--- config.mk ---
export PLATFORM = sky130hd
export DESIGN_NAME = maxpool_28_2_32
export DESIGN_NICKNAME = d
export VERILOG_FILES = /design/src/rtl/maxpool_pkg.sv /design/src/rtl/maxpool_out_fifo.sv /design/src/rtl/maxpool_28_2_32.sv
export SDC_FILE = /design/constraint.sdc
export NUM_CORES = 1
export LEC_CHECK = 0
export BUFFER_PORTS_ARGS = -buffer_cell sky130_fd_sc_hd__buf_4
export CAP_MARGIN = 20
export CORE_ASPECT_RATIO = 1.4
export CORE_MARGIN = 5
export CORE_UTILIZATION = 45
export DETAILED_ROUTE_END_ITERATION = 8
export PLACE_DENSITY = 0.76
export SLEW_MARGIN = 30
export SYNTH_ARGS = -nofsm -noshare
export SYNTH_HDL_FRONTEND = slang
export SYNTH_HIERARCHICAL = 1
export SYNTH_SLANG_ARGS = --single-unit
--- constraint.sdc ---
create_clock -name clk -period 2.78 [get_ports clk]
set_input_delay 0.139 -clock clk [delete_from_list [all_inputs] [get_ports clk]]
set_output_delay 0.139 -clock clk [all_outputs]
set_load 0.01 [all_outputs]
--- src/rtl/maxpool_pkg.sv ---
// -----------------------------------------------------------------------------
// maxpool_pkg
// Shared constants and types for the max-pooling stage that sits behind the
// convolution block.
//   DEF_WIDTH / DEF_LENY / DEF_POOL : default sample width, frame length and
//                                     pooling group size
//   sample_t                        : signed sample at the default width
//   fifo_entry_t                    : output FIFO entry (data, plus a frame-last
//                                     flag when MAXPOOL_LAST_EN is defined)
//   cnt_width()                     : counter width for a 0..range-1 counter
// Optional feature macro: MAXPOOL_LAST_EN
// -----------------------------------------------------------------------------
package maxpool_pkg;

  localparam int DEF_WIDTH = 32;
  localparam int DEF_LENY  = 28;
  localparam int DEF_POOL  = 2;

  typedef logic signed [DEF_WIDTH-1:0] sample_t;

  typedef struct packed {
    sample_t data;
`ifdef MAXPOOL_LAST_EN
    logic    last;
`endif
  } fifo_entry_t;

  // A counter over 0..range-1 needs $clog2(range) bits; keep at least one bit
  // so degenerate ranges still give a legal vector.
  function automatic int cnt_width(input int range);
    return (range > 1) ? $clog2(range) : 1;
  endfunction

endpackage

--- src/rtl/maxpool_out_fifo.sv ---
// -----------------------------------------------------------------------------
// maxpool_out_fifo
// Two-entry valid/ready FIFO holding pooled results. Entry type is a parameter
// so the top can store data alone or data plus the frame-last flag
// (MAXPOOL_LAST_EN).
//   clk, reset   : clock, asynchronous active-low reset
//   push         : write push_entry (ignored when full)
//   push_entry   : entry to write
//   full         : both slots occupied (registered state)
//   pop_ready    : downstream ready; head leaves when valid && pop_ready
//   valid        : FIFO holds at least one entry
//   head         : oldest entry, held steady until it is popped
// -----------------------------------------------------------------------------
module maxpool_out_fifo
  import maxpool_pkg::*;
#(
  parameter type entry_t = fifo_entry_t
) (
  input  logic   clk,
  input  logic   reset,
  input  logic   push,
  input  entry_t push_entry,
  output logic   full,
  input  logic   pop_ready,
  output logic   valid,
  output entry_t head
);

  entry_t     mem [2];
  logic       wr_ptr;
  logic       rd_ptr;
  logic [1:0] count;
  logic       do_push;
  logic       do_pop;

  assign valid   = (count != 2'd0);
  assign full    = (count == 2'd2);
  assign head    = mem[rd_ptr];
  assign do_push = push && !full;
  assign do_pop  = valid && pop_ready;

  // Storage is cleared on reset so the head reads zero while empty after reset.
  // A simultaneous push and pop moves both pointers and leaves the count alone.
  always_ff @(posedge clk or negedge reset) begin
    if (!reset) begin
      mem[0] <= '0;
      mem[1] <= '0;
      wr_ptr <= 1'b0;
      rd_ptr <= 1'b0;
      count  <= 2'd0;
    end else begin
      if (do_push) begin
        mem[wr_ptr] <= push_entry;
        wr_ptr      <= ~wr_ptr;
      end
      if (do_pop) begin
        rd_ptr <= ~rd_ptr;
      end
      case ({do_push, do_pop})
        2'b10:   count <= count + 2'd1;
        2'b01:   count <= count - 2'd1;
        default: count <= count;
      endcase
    end
  end

endmodule

--- src/rtl/maxpool_28_2_32.sv ---
// -----------------------------------------------------------------------------
// maxpool_28_2_32
// Streaming 1-D max pooling: every POOL accepted samples (or fewer at the end
// of a LENY-sample frame) produce one signed maximum. Groups never straddle a
// frame boundary.
//   clk           : clock, rising edge
//   reset         : asynchronous active-low reset
//   s_data_in_y   : signed input sample (WIDTH)
//   s_valid_y     : input sample valid
//   s_ready_y     : block can take a sample (registered state only)
//   m_data_out_p  : pooled maximum (WIDTH)
//   m_valid_p     : pooled output valid
//   m_ready_p     : downstream ready
//   m_last_p      : final pooled output of a frame (only with MAXPOOL_LAST_EN)
// Optional feature macro: MAXPOOL_LAST_EN
// -----------------------------------------------------------------------------
module maxpool_28_2_32
  import maxpool_pkg::*;
#(
  parameter int WIDTH = DEF_WIDTH,
  parameter int LENY  = DEF_LENY,
  parameter int POOL  = DEF_POOL
) (
  input  logic             clk,
  input  logic             reset,
  input  logic [WIDTH-1:0] s_data_in_y,
  input  logic             s_valid_y,
  output logic             s_ready_y,
`ifdef MAXPOOL_LAST_EN
  output logic             m_last_p,
`endif
  output logic [WIDTH-1:0] m_data_out_p,
  output logic             m_valid_p,
  input  logic             m_ready_p
);

  localparam int GW = cnt_width(POOL);
  localparam int FW = cnt_width(LENY);
  localparam logic [GW-1:0] GRP_LAST = GW'(POOL - 1);
  localparam logic [FW-1:0] FRM_LAST = FW'(LENY - 1);

  typedef struct packed {
    logic [WIDTH-1:0] data;
`ifdef MAXPOOL_LAST_EN
    logic             last;
`endif
  } entry_t;

  logic [GW-1:0]    grp_cnt;
  logic [FW-1:0]    frm_cnt;
  logic [WIDTH-1:0] max_q;
  logic [WIDTH-1:0] pooled;
  logic             frame_end;
  logic             closing;
  logic             accept;
  logic             push;
  logic             fifo_full;
  entry_t           push_entry;
  entry_t           head;

  assign frame_end = (frm_cnt == FRM_LAST);
  assign closing   = (grp_cnt == GRP_LAST) || frame_end;

  // Only a closing beat needs a FIFO slot, so a full FIFO stalls just that
  // beat. Built from registers alone to keep m_ready_p/s_valid_y off this path.
  assign s_ready_y = !fifo_full || !closing;
  assign accept    = s_valid_y && s_ready_y;
  assign push      = accept && closing;

  // The first sample of a group ignores the stale register contents.
  assign pooled = (grp_cnt == '0) ? s_data_in_y :
                  (($signed(s_data_in_y) > $signed(max_q)) ? s_data_in_y : max_q);

  always_comb begin
    push_entry      = '0;
    push_entry.data = pooled;
`ifdef MAXPOOL_LAST_EN
    push_entry.last = frame_end;
`endif
  end

  // Group/frame counters and the running maximum advance only on accepted
  // beats; the frame counter wrap also forces the group closed.
  always_ff @(posedge clk or negedge reset) begin
    if (!reset) begin
      grp_cnt <= '0;
      frm_cnt <= '0;
      max_q   <= '0;
    end else if (accept) begin
      max_q   <= pooled;
      grp_cnt <= closing ? '0 : grp_cnt + 1'b1;
      frm_cnt <= frame_end ? '0 : frm_cnt + 1'b1;
    end
  end

  maxpool_out_fifo #(
    .entry_t (entry_t)
  ) u_out_fifo (
    .clk        (clk),
    .reset      (reset),
    .push       (push),
    .push_entry (push_entry),
    .full       (fifo_full),
    .pop_ready  (m_ready_p),
    .valid      (m_valid_p),
    .head       (head)
  );

  assign m_data_out_p = head.data;
`ifdef MAXPOOL_LAST_EN
  assign m_last_p     = head.last;
`endif

endmodule

# ---- Word level (Yosys, flattened, before mapping)
# Cells that the tools add are included.
dict set report totals {
  reg_bits 106
  latchBits 0
  ramBits 0
  mem_bits_ro 0
  wordCells 46
  n_memories 0
}
dict set report classes {
  addsub 4
  n_mul 0
  div_mod_pow 0
  magnitude_cmp 4
  n_eq_ne 4
  n_shift 0
  n_mux 11
  bitwise 4
  n_reduce_logical 11
}
# op count
set op_table {}
lappend op_table {{32-bit 2-to-1 mux} 6}
lappend op_table {{64-bit bitwise mux} 1}
lappend op_table {{32-bit demux with 1-bit select} 1}
lappend op_table {{32-bit greater-than comparator} 1}
lappend op_table {{5-bit by 1-bit adder with 5-bit output (second input constant)} 1}
lappend op_table {{5-bit equality test (second input constant)} 1}
lappend op_table {{1-bit logical AND} 5}
lappend op_table {{5-bit 2-to-1 mux} 1}
lappend op_table {{2-bit equality test (second input constant)} 2}
lappend op_table {{2-bit >= comparator (second input constant)} 2}
lappend op_table {{1-bit NOT with 2-bit output} 2}
lappend op_table {{2-bit one-hot mux with 2 select lines} 1}
lappend op_table {{2-bit nonzero test} 2}
lappend op_table {{2-bit by 1-bit adder with 2-bit output (second input constant)} 1}
lappend op_table {{2-bit by 1-bit equality test with 1-bit output (second input constant)} 1}
lappend op_table {{1-bit zero test} 2}
lappend op_table {{1-bit logical OR} 2}
lappend op_table {{2-bit by 1-bit < comparator with 1-bit output (second input constant)} 1}
lappend op_table {{1-bit NOT} 2}
lappend op_table {{2-bit by 1-bit subtractor with 2-bit output (second input constant)} 1}
lappend op_table {{1-bit adder (second input constant)} 1}
lappend op_table {{1-bit 2-to-1 mux} 1}

# ---- Logic depth before layout (Yosys ltp)
dict set report logic_depth {
  ltp_word 9
  ltp_mapped 14
}

# ---- By module
# Netlist, hierarchy kept.
# mod n_inst cells_per_inst area_each_um2
set modules_own_cells {}
lappend modules_own_cells {maxpool_28_2_32 1 564 4475.5}
lappend modules_own_cells {maxpool_out_fifo 1 189 3069.2}

# ---- Worst setup path before layout
# OpenSTA, ideal clock, no wires.
dict set report synth_path {
  kind {flip-flop to flip-flop}
  start {register max_q[1]}
  end {register u_out_fifo/mem[55] in the netlist's numbering}
  t_arrival_ns 2.915
  t_required_ns 2.655
  setup_slack_ns -0.260
  stages_incl_launch_ff 13
  path_buffers 2
  period_less_slack_ns 3.040
  cell_sequence {dfrtp_1 > inv_1 > ha_1 > nor2b_1 > o211ai_1 > a2111oi_0 > o31ai_2 > and3_1 > buf_6 > buf_6 > mux2_4 > or3_1 > mux2_2}
}
dict set report synth_via {
  elab_chain_len 4
}
# item line
set synth_lines {}
lappend synth_lines {{start: declaration} maxpool_28_2_32.sv:51} ;# logic [WIDTH-1:0] max_q;
lappend synth_lines {{start signal: assignment} maxpool_28_2_32.sv:90} ;# max_q <= pooled;
lappend synth_lines {{32-bit greater-than comparator} maxpool_28_2_32.sv:72} ;# (($signed(s_data_in_y) > $signed(max_q)) ? s_data_in_y : max_q);
lappend synth_lines {{32-bit 2-to-1 mux} maxpool_28_2_32.sv:72}
lappend synth_lines {{32-bit 2-to-1 mux} maxpool_28_2_32.sv:71} ;# assign pooled = (grp_cnt == '0) ? s_data_in_y :
lappend synth_lines {{net pooled[23]} maxpool_28_2_32.sv:52} ;# logic [WIDTH-1:0] pooled;
lappend synth_lines {{64-bit bitwise mux} maxpool_out_fifo.sv:53} ;# mem[wr_ptr] <= push_entry;
lappend synth_lines {{end signal: indexed assignment} maxpool_out_fifo.sv:53}
lappend synth_lines {{end: declaration} maxpool_out_fifo.sv:29} ;# entry_t mem [2];
# The timed path passes the listed nets, and every way through them passes these cells.
# A chain may end at the register's enable or synchronous reset.

# ---- Worst setup path in the final report
dict set report layout_path {
  start {register max_q[1]}
  end {register u_out_fifo/mem[23] in the netlist's numbering}
}
# The elaborated chain is that of the path after synthesis.

==> flow_summary.toml <==
[synthesis]
synth_area_leaders = "dfrtp_1 (35%), mux2_2 (19%), ha_1 (5.6%), mux2_4 (5.6%), a31oi_1 (4.1%)"
synthArstFlopShare = 1.00
yosysWarnings = 6
synth_top_area_cell = "dfrtp_1"
yosysUniqueCellTypes = 47
syn_nets = 823
synth_area_mm2 = 0.00754
synth_cells = 753
synth-edff-count = 0
ys.flop_type = "dfrtp_1"
avgSynthCellArea_um2 = 10.0
yosys.area.top_type_share = 0.352
ys_seq_area_frac = 0.352
ys_ff_latch = 106

[layout]
antenna_cells = 0
utilization = 0.629
mostFrequentLayoutCells = "buf_4 (174), dfrtp_1 (105), mux2_4 (93)"
seqCellArea_mm2 = 0.00265
nFillCells = 1156
nNetsFinal = 986
multiInputGateArea_mm2 = 0.00518
final_common_cell = "buf_4"
syn_to_final_growth_pct = 38.4
drive_gt1_frac = 0.492
fin_area_mm2 = 0.0104

[detailed_routing]
wl_per_cell_um = 20.9
viasPerCell = 6.01
drt-total-wl_mm = 23.5
ant_nets = 0
drcViolationCount = 0
first_iter_violations = 479
drt-pass1-iter-count = 5
dr_total_vias = 6754

[timing]
slew_headroom = 0.539
timing.final.max_slew_violations = 0
holdWs_ps = 65.8
fmax_ghz = 0.321
finalSetupViolCount = 96
grt_setup_unrepaired = "true"
max_slew.worst_pin.slew_ps = 692
min_period_ps = 3120
finalHoldViolCount = 0
finalCritPeriodShare = 1.12
fin_tns_setup_ps = -20720
finClkSkew_ps = 9.91
worst_slack_ps = -337

[setup_path]
critPathRequiredTime_ps = 3030
crit_fanout = 8
crit_arrival_ps = 3370
end_kind = "flip-flop"
worst_setup_path_start_kind = "flip-flop"
path_class = "reg -> reg"

[grt]
grtUsageMet3 = 0.0291
grtUsageMet2 = 0.369
grt_use_total = 0.201
grt_pass1_wl_mm = 32.0
grt_pass1_vias = 6551
overflow = 0
grt_start_max_net_pins = 85
grt.met1_usage = 0.229
antenna_found_initial = 0
global_route.peak_usage_layer = "met2"

[placement]
post_dp_cell_area_mm2 = 0.00883
dp_hpwl_mm = 12.5
gp_congestion = 0.866
io_buffer_count = 69

[clocking]
cts_tree = "built"
htreeDepth = 3
insertion_delay_ps = 360
clock-sinks = 106
cts.reportedPaths.clkPinSlew_ps = 80
clockRootBuffer = "clkbuf_16"
cts_buffers = 9
cts_buffer_depth = 2

[floorplan]
core_mm2 = 0.0166
dieArea_mm2 = 0.0195
initial_utilization = 0.454
die_width_um = 119
row_count = 56
num_io_pins = 70
die_h_um = 163

[worst_hold_path]
hold_class = "in -> reg"

[run_status]
status = "finished with violations"
violations = "negative setup slack"

[power]
p_per_area_mw_per_mm2 = 1300
irDropWorstVdd_uv = 581
total_leakage_power_uw = 0.00492

[run]
maxCapViolations = 0
-- registers in the layout, summed over array words and instances, names as in the netlist --
| name | flops |
|---|---|
| u_out_fifo/mem | 64 |
| u_out_fifo/count | 2 |
| grp_cnt | 1 |
| frm_cnt | 5 |
| max_q | 32 |
| u_out_fifo/wr_ptr | 1 |
| u_out_fifo/rd_ptr | 1 |
-- worst paths after layout --
kind,endpoint,startpoint,depth (start not counted),slack [ps]
worst max-delay path,u_out_fifo/mem[23],max_q[1],12,-340
worst min-delay path,max_q[11],s_data_in_y[11],2,70
worst max register to register,u_out_fifo/mem[23],max_q[1],12,-340
worst min register to register,u_out_fifo/mem[11],u_out_fifo/mem[11],1,490
max in group asynchronous,u_out_fifo/mem[58],reset,3,1680
min in group asynchronous,max_q[13],reset,2,350
-- critical path, cell delays in order, from the launching register on --
cell and delay, ps:
dfrtp_1 400, inv_2 80, ha_4 200, nor2b_1 130, o211ai_1 310, a2111oi_4 140, o31ai_4 300, and3_4 300
buf_12 160, buf_12 100, mux2_4 280, or3_4 330, mux2_4 270
-- kinds of logic after synthesis --
logic type	count (synthesis)	share of synthesized area
AND/OR/NAND/NOR	226	0.164
buffers and inverters	106	0.0640
XOR/XNOR	5	0.00581
adder cells (fa/ha/maj)	34	0.0564
flip-flops	106	0.352
multiplexers	178	0.277
AO/OA/AOI/OAI	98	0.0813
-- metrics by stage --
step	std cells	total power [uW]	setup slack, ps
4_1_cts	1095	12000	-144
3_5_place_dp	1062	9770	-406
2_1_floorplan	753	7570	-167
6_report	1123	13600	-337
3_3_place_gp	1062	9570	-312
5_1_grt	1123	14300	-386
-- area by class of cell --
class | instances | share of cell area
repair buffers | 208 | 0.177
clock inverters | 4 | 0.00731
well taps | 203 | 0.0243
flip-flops and latches | 106 | 0.254
multi-input cells | 541 | 0.496
inverters | 50 | 0.0180
clock buffers | 11 | 0.0232
-- timing repair --
action                     4_1_cts  5_1_grt
hold endpoints to repair        67        0
setup endpoints to repair       96       96
pin swaps                       10       34
setup buffers                   17       28
gates cloned                     2        2
gates resized for setup         51      120
hold buffers                     1        0
-- metal layers --
| metal | share of wire | wire [um] |
|---|---|---|
| met3 | 0.043 | 1020 |
| met4 | 0.049 | 1160 |
| met1 | 0.38 | 9020 |
| met5 | 0 | 0 |
| met2 | 0.52 | 12300 |
-- Yosys cell counts, drive strengths merged (16+ instances only) --
cell / number
mux2: 163
dfrtp: 106
nand3: 55
a31oi: 50
inv: 50
nand2: 47
clkbuf: 35
ha: 34
nand2b: 34
buf: 21
nor2: 20
nor2b: 19
and3: 17
a21oi: 16
o22ai: 16
-- report_power, final --
| part | leakage [uW] | switching (uW) | total (uW) | internal, uW |
|---|---|---|---|---|
| Combinational | 0.00351 | 4160 | 9290 | 5130 |
| Clock | 0.000152 | 623 | 1440 | 813 |
| Sequential | 0.00125 | 493 | 2850 | 2350 |
| Total | 0.00492 | 5280 | 13600 | 8300 |
No activity file was read; power rests on OpenSTA's default activity.
